[src/rtl/irq_ctrl.sv]
// Parametrised fixed-priority interrupt controller.
// Each source is synchronised, optionally edge-detected, and tracked through
// pending / in-service state. Software claims the highest-priority enabled
// pending source by reading CLAIM and completes it by writing the ID back.
module irq_ctrl #(
    parameter int NUM_IRQ     = 3,
    parameter int SYNC_STAGES = 2
) (
    input  logic               clk_i,
    input  logic               rst_ni,
    input  logic [NUM_IRQ-1:0] irq_src_i,
    input  logic               reg_req_i,
    input  logic               reg_we_i,
    input  logic [7:0]         reg_addr_i,
    input  logic [31:0]        reg_wdata_i,
    output logic               reg_gnt_o,
    output logic               reg_rvalid_o,
    output logic [31:0]        reg_rdata_o,
    output logic               reg_err_o,
    output logic               irq_o,
    output logic [4:0]         irq_id_o
);

    localparam logic [5:0] ADDR_PENDING   = 6'h00;
    localparam logic [5:0] ADDR_ENABLE    = 6'h01;
    localparam logic [5:0] ADDR_MODE      = 6'h02;
    localparam logic [5:0] ADDR_INSERVICE = 6'h03;
    localparam logic [5:0] ADDR_CLAIM     = 6'h04;
    localparam logic [5:0] ADDR_INFO      = 6'h05;

    logic [NUM_IRQ-1:0] sync_q [SYNC_STAGES];
    logic [NUM_IRQ-1:0] sync_s;
    logic [NUM_IRQ-1:0] sync_d_q;
    logic [NUM_IRQ-1:0] rise;

    logic [NUM_IRQ-1:0] enable_q, enable_d;
    logic [NUM_IRQ-1:0] mode_q, mode_d;
    logic [NUM_IRQ-1:0] pending_q, pending_d;
    logic [NUM_IRQ-1:0] inservice_q, inservice_d;
    logic [NUM_IRQ-1:0] active;
    logic [NUM_IRQ-1:0] claim_mask;
    logic [NUM_IRQ-1:0] claim_clr;
    logic [NUM_IRQ-1:0] complete_mask;
    logic [NUM_IRQ-1:0] set_mask;
    logic [4:0]         claim_id;

    logic [5:0]  word;
    logic        claim_rd;
    logic        complete_wr;
    logic [31:0] rdata_d;
    logic        err_d;

    logic        irq_q;
    logic [4:0]  irq_id_q;
    logic        rvalid_q;
    logic [31:0] rdata_q;
    logic        err_q;

    // The two low address bits select a byte within a word and are not decoded.
    logic unused_addr_bits;
    assign unused_addr_bits = ^reg_addr_i[1:0];

    // Every request is accepted immediately, so grant simply mirrors request.
    assign reg_gnt_o = reg_req_i;

    assign sync_s = sync_q[SYNC_STAGES-1];
    assign rise   = sync_s & ~sync_d_q;
    assign active = pending_q & enable_q;
    assign word   = reg_addr_i[7:2];

    // Metastability synchroniser chain plus one extra delayed copy for edge detection.
    always_ff @(posedge clk_i or negedge rst_ni) begin
        if (!rst_ni) begin
            for (int k = 0; k < SYNC_STAGES; k++) begin
                sync_q[k] <= '0;
            end
            sync_d_q <= '0;
        end else begin
            sync_q[0] <= irq_src_i;
            for (int k = 1; k < SYNC_STAGES; k++) begin
                sync_q[k] <= sync_q[k-1];
            end
            sync_d_q <= sync_s;
        end
    end

    // Fixed priority: the lowest index wins, so scan downwards and let lower indices overwrite.
    always_comb begin
        claim_id   = '0;
        claim_mask = '0;
        for (int i = NUM_IRQ - 1; i >= 0; i--) begin
            if (active[i]) begin
                claim_id      = 5'(i + 1);
                claim_mask    = '0;
                claim_mask[i] = 1'b1;
            end
        end
    end

    // Register decode: read data, error flag, RW register updates and claim/complete strobes.
    always_comb begin
        rdata_d     = '0;
        err_d       = 1'b0;
        enable_d    = enable_q;
        mode_d      = mode_q;
        claim_rd    = 1'b0;
        complete_wr = 1'b0;
        if (reg_req_i) begin
            case (word)
                ADDR_PENDING: begin
                    if (reg_we_i) err_d = 1'b1;
                    else          rdata_d = 32'(pending_q);
                end
                ADDR_ENABLE: begin
                    if (reg_we_i) enable_d = reg_wdata_i[NUM_IRQ-1:0];
                    else          rdata_d = 32'(enable_q);
                end
                ADDR_MODE: begin
                    if (reg_we_i) mode_d = reg_wdata_i[NUM_IRQ-1:0];
                    else          rdata_d = 32'(mode_q);
                end
                ADDR_INSERVICE: begin
                    if (reg_we_i) err_d = 1'b1;
                    else          rdata_d = 32'(inservice_q);
                end
                ADDR_CLAIM: begin
                    if (reg_we_i) begin
                        complete_wr = 1'b1;
                    end else begin
                        claim_rd = 1'b1;
                        rdata_d  = 32'(claim_id);
                    end
                end
                ADDR_INFO: begin
                    if (reg_we_i) err_d = 1'b1;
                    else          rdata_d = 32'(NUM_IRQ);
                end
                default: err_d = 1'b1;
            endcase
        end
    end

    // Next pending/in-service state; a new set beats a claim clear, and level
    // sources look at the post-claim in-service value so a claim cannot re-pend itself.
    always_comb begin
        for (int i = 0; i < NUM_IRQ; i++) begin
            complete_mask[i] = complete_wr && (reg_wdata_i == 32'(i + 1));
        end
        claim_clr   = claim_rd ? claim_mask : '0;
        inservice_d = (inservice_q | claim_clr) & ~complete_mask;
        set_mask    = (mode_q & rise) | (~mode_q & sync_s & ~inservice_d);
        pending_d   = set_mask | (pending_q & ~claim_clr);
    end

    // Controller state and registered interrupt outputs.
    always_ff @(posedge clk_i or negedge rst_ni) begin
        if (!rst_ni) begin
            enable_q    <= '0;
            mode_q      <= '0;
            pending_q   <= '0;
            inservice_q <= '0;
            irq_q       <= 1'b0;
            irq_id_q    <= '0;
        end else begin
            enable_q    <= enable_d;
            mode_q      <= mode_d;
            pending_q   <= pending_d;
            inservice_q <= inservice_d;
            irq_q       <= |active;
            irq_id_q    <= claim_id;
        end
    end

    // Register response appears one cycle after the accepting edge and lasts one cycle.
    always_ff @(posedge clk_i or negedge rst_ni) begin
        if (!rst_ni) begin
            rvalid_q <= 1'b0;
            rdata_q  <= '0;
            err_q    <= 1'b0;
        end else begin
            rvalid_q <= reg_req_i;
            rdata_q  <= rdata_d;
            err_q    <= err_d;
        end
    end

    assign reg_rvalid_o = rvalid_q;
    assign reg_rdata_o  = rdata_q;
    assign reg_err_o    = err_q;
    assign irq_o        = irq_q;
    assign irq_id_o     = irq_id_q;

endmodule

[config.mk]
export PLATFORM = sky130hd
export DESIGN_NAME = irq_ctrl
export DESIGN_NICKNAME = d
export VERILOG_FILES = /design/src/rtl/irq_ctrl.sv
export SDC_FILE = /design/constraint.sdc
export NUM_CORES = 1
export LEC_CHECK = 0
export CAP_MARGIN = 20
export CORE_AREA = 4 4 58 81
export CTS_CLUSTER_SIZE = 24
export DETAILED_ROUTE_END_ITERATION = 8
export DIE_AREA = 0 0 62 85
export PLACE_DENSITY_LB_ADDON = 0.25
export SYNTH_ARGS = -nofsm -noshare
export SYNTH_HDL_FRONTEND = slang
export SYNTH_SLANG_ARGS = --single-unit
[constraint.sdc]
create_clock -name clk_i -period 2.3 [get_ports clk_i]
set_input_delay 0.575 -clock clk_i [delete_from_list [all_inputs] [get_ports clk_i]]
set_output_delay 0.575 -clock clk_i [all_outputs]
set_load 0.05 [all_outputs]
==> impl_metrics.toml <==
[run_status]
status = "finished clean"

[placement]
placed_cell_area_um2 = 2100
pre_cts_slack_ps = -13.4
dp_hpwl_mm = 2.97
routabilityCongestion = 0.859
placed_cells = 252
io_buffers = 53

[power_and_ir_drop]
power.total_mw = 1.34
power.leakage_nw = 0.969
seq_power_share = 0.426
pwr_density_cell_nw_per_um2 = 614
ir_worst_vdd_mv = 0.452
switching_share = 0.316
intPower_mw = 0.919
p_comb_frac = 0.270
switching_power_mw = 0.426
clkPwrFrac = 0.303

[critical_path]
path_class = "in -> reg"
worstPathMaxFanout = 3
path_buf_inv = 1
end_kind = "flop"
worstPathCellList = "clkdlybuf4s50_1 -> nor4_2 -> nand4_1 -> nor4_4 -> nand3_1 -> o21ai_1"
worstSetupStartpointType = "input pin"
cpLargestDelayFamily = "simple AND/OR/NAND/NOR gates"
crit_arrival_ps = 2190
worstPathRequired_ps = 2490
slowest_delay_ps = 450
cpMaxStageDelayCell = "clkdlybuf4s50_1"

[die]
ioPinCount = 88
die-width_um = 62
initial_core_util = 0.400
die_h_um = 85
core_um2 = 3950
die_area_um2 = 5270
placementRows = 27

[timing]
tns_ps = 0
hold_violations = 0
fmax_ghz = 0.502
rsz0062_at_grt = "no"
slew_headroom = 0.665
tightestPinTransition_ps = 500
fin_crit_sh = 0.867
fin_ws_ps = 307
finalCriticalPeriod_ps = 1990
hold_ws_ps = 347
setup-violations-final = 0
finClkSkew_ps = 4.40
slew_viol_final = 0

[cts]
cts_resized = 0
clk_latency_ps = 280
clkSinkCount = 29
cts_tree = "yes"
clk_pin_slew_ps = 60
hold_buffers = 0
clockRootBuffer = "clkbuf_8"
numCtsBuffers = 5
clockBufferDepth = 2
htree_levels = 2
post-cts-setup-buffer-count = 0

[detailed_routing]
route.detailed.drc = 0
drt_iter0_drc = 37
antenna_left = 0
wire_per_inst_um = 13.7
routed_wl_mm = 3.54
firstDrtPassIters = 4
num_vias = 1255
viasPerCell = 4.85

[job]
max-cap-violations = 0

[yosys]
synth_area_leader_cell = "dfrtp_1"
ys_ff_latch = 29
yosysTopAreaCellShare = 0.458
syn-cell-area_um2 = 1580
ys_warn_count = 0
ys_seq_area_frac = 0.458
syn_area_per_cell_um2 = 10.5
ys_top_cells_by_area = "dfrtp_1, buf_4, mux2_2"
syn_inst = 151
ys_types = 38

[finish]
diodes = 0
num-fill-cells = 358
final_cell_area_um2 = 2190
drive_gt1_frac = 0.148
layout_commonest_cell = "clkdlybuf4s50_1"
final_util = 0.554
nets = 263
final_cells = 259
layout_common_cells = "clkdlybuf4s50_1, conb_1, dfrtp_1"
area_growth_pct = 38.4

[global_route]
grt_pass1_vias = 1334
grt_max_degree = 30
track_usage = 0.145
antenna_found_initial = 0
grt_pass1_wl_mm = 5.76
overflow = 0

[hold_path]
hold_path_class = "reg -> reg"
-- cell usage after synthesis (all sizes together) --
cell,number
nand2b,3
a21boi,2
mux4,1
o21a,2
buf,34
or2b,1
or2,1
nand2,12
nor2b,2
and3,1
a2111oi,1
inv,1
conb,1
nand4,3
nor3b,2
o31ai,1
nor4b,1
o21bai,1
xor2,1
clkbuf,1
a31oi,1
o21ai,5
nand4b,1
nor4,8
nor2,10
o22a,1
nand3b,3
o21ba,1
a22oi,4
dfrtp,29
a21oi,3
mux2,8
nand3,5
-- flip-flops by register name (all words and copies together) (netlist names) --
| register | cells |
|---|---|
| enable_q | 3 |
| inservice_q | 3 |
| irq_id_o | 2 |
| irq_o | 1 |
| mode_q | 3 |
| pending_q | 3 |
| reg_err_o | 1 |
| reg_rdata_o | 3 |
| reg_rvalid_o | 1 |
| sync_d_q | 3 |
| sync_q | 3 |
| sync_s | 3 |
-- power by group through the flow --
stage / combinational [mW] / sequential [mW] / clock (mW)
2_1_floorplan: 0.227 / 0.615 / 0
3_3_place_gp: 0.358 / 0.581 / 0
3_5_place_dp: 0.364 / 0.582 / 0
4_1_cts: 0.365 / 0.573 / 0.420
5_1_grt: 0.389 / 0.579 / 0.452
6_report: 0.364 / 0.573 / 0.408
-- kinds of logic (layout without fill, tap and decap cells) --
logic type,Yosys count,in the layout,share of synthesized area
simple gates,53,53,0.204
other cells,1,32,0.00237
xor+xnor,1,1,0.00553
mux,9,9,0.0711
compound gates,22,22,0.0941
flops,29,29,0.459
buf+inv,36,70,0.164
-- final cells by class --
| type | count | area (µm²) | area share |
|---|---|---|---|
| Multi-Input combinational cell | 117 | 713 | 0.326 |
| Timing Repair Buffer | 62 | 608 | 0.278 |
| Tap cell | 43 | 53.8 | 0.0246 |
| Inverter | 1 | 3.75 | 0.00171 |
| Sequential cell | 29 | 726 | 0.331 |
| Clock buffer | 7 | 86.3 | 0.0394 |
-- final timing paths --
check | from | end | slack [ps] | cells after the start
worst max-delay path | reg_wdata_i[2] | pending_q[2]$_DFF_PN0_ | 310 | 6
worst min register to register | sync_q[5]$_DFF_PN0_ | sync_s[2]$_DFF_PN0_ | 350 | 0
max in group asynchronous | rst_ni | sync_d_q[2]$_DFF_PN0_ | 1360 | 2
worst min-delay path | sync_q[5]$_DFF_PN0_ | sync_s[2]$_DFF_PN0_ | 350 | 0
worst max register to register | pending_q[1]$_DFF_PN0_ | reg_rdata_o[1]$_DFF_PN0_ | 990 | 5
min in group asynchronous | rst_ni | sync_q[5]$_DFF_PN0_ | 680 | 2
-- routing by layer --
layer / GRT usage / part of all wire / up-vias
met5: 0 / 0 / -
met3: 0.0472 / 0.062 / 7
met1: 0.139 / 0.31 / 610
li1: - / - / 598
met4: 0.0463 / 0.017 / 0
met2: 0.271 / 0.61 / 40
-- worst reg2reg max path, delay by kind of cell, from the launching register on --
| family | cells | cell delay (ps) |
|---|---|---|
| DFF | 1 | 420 |
| AOI/OAI and AO/OA | 5 | 780 |
Note: power is estimated with default switching activity, not from simulation.
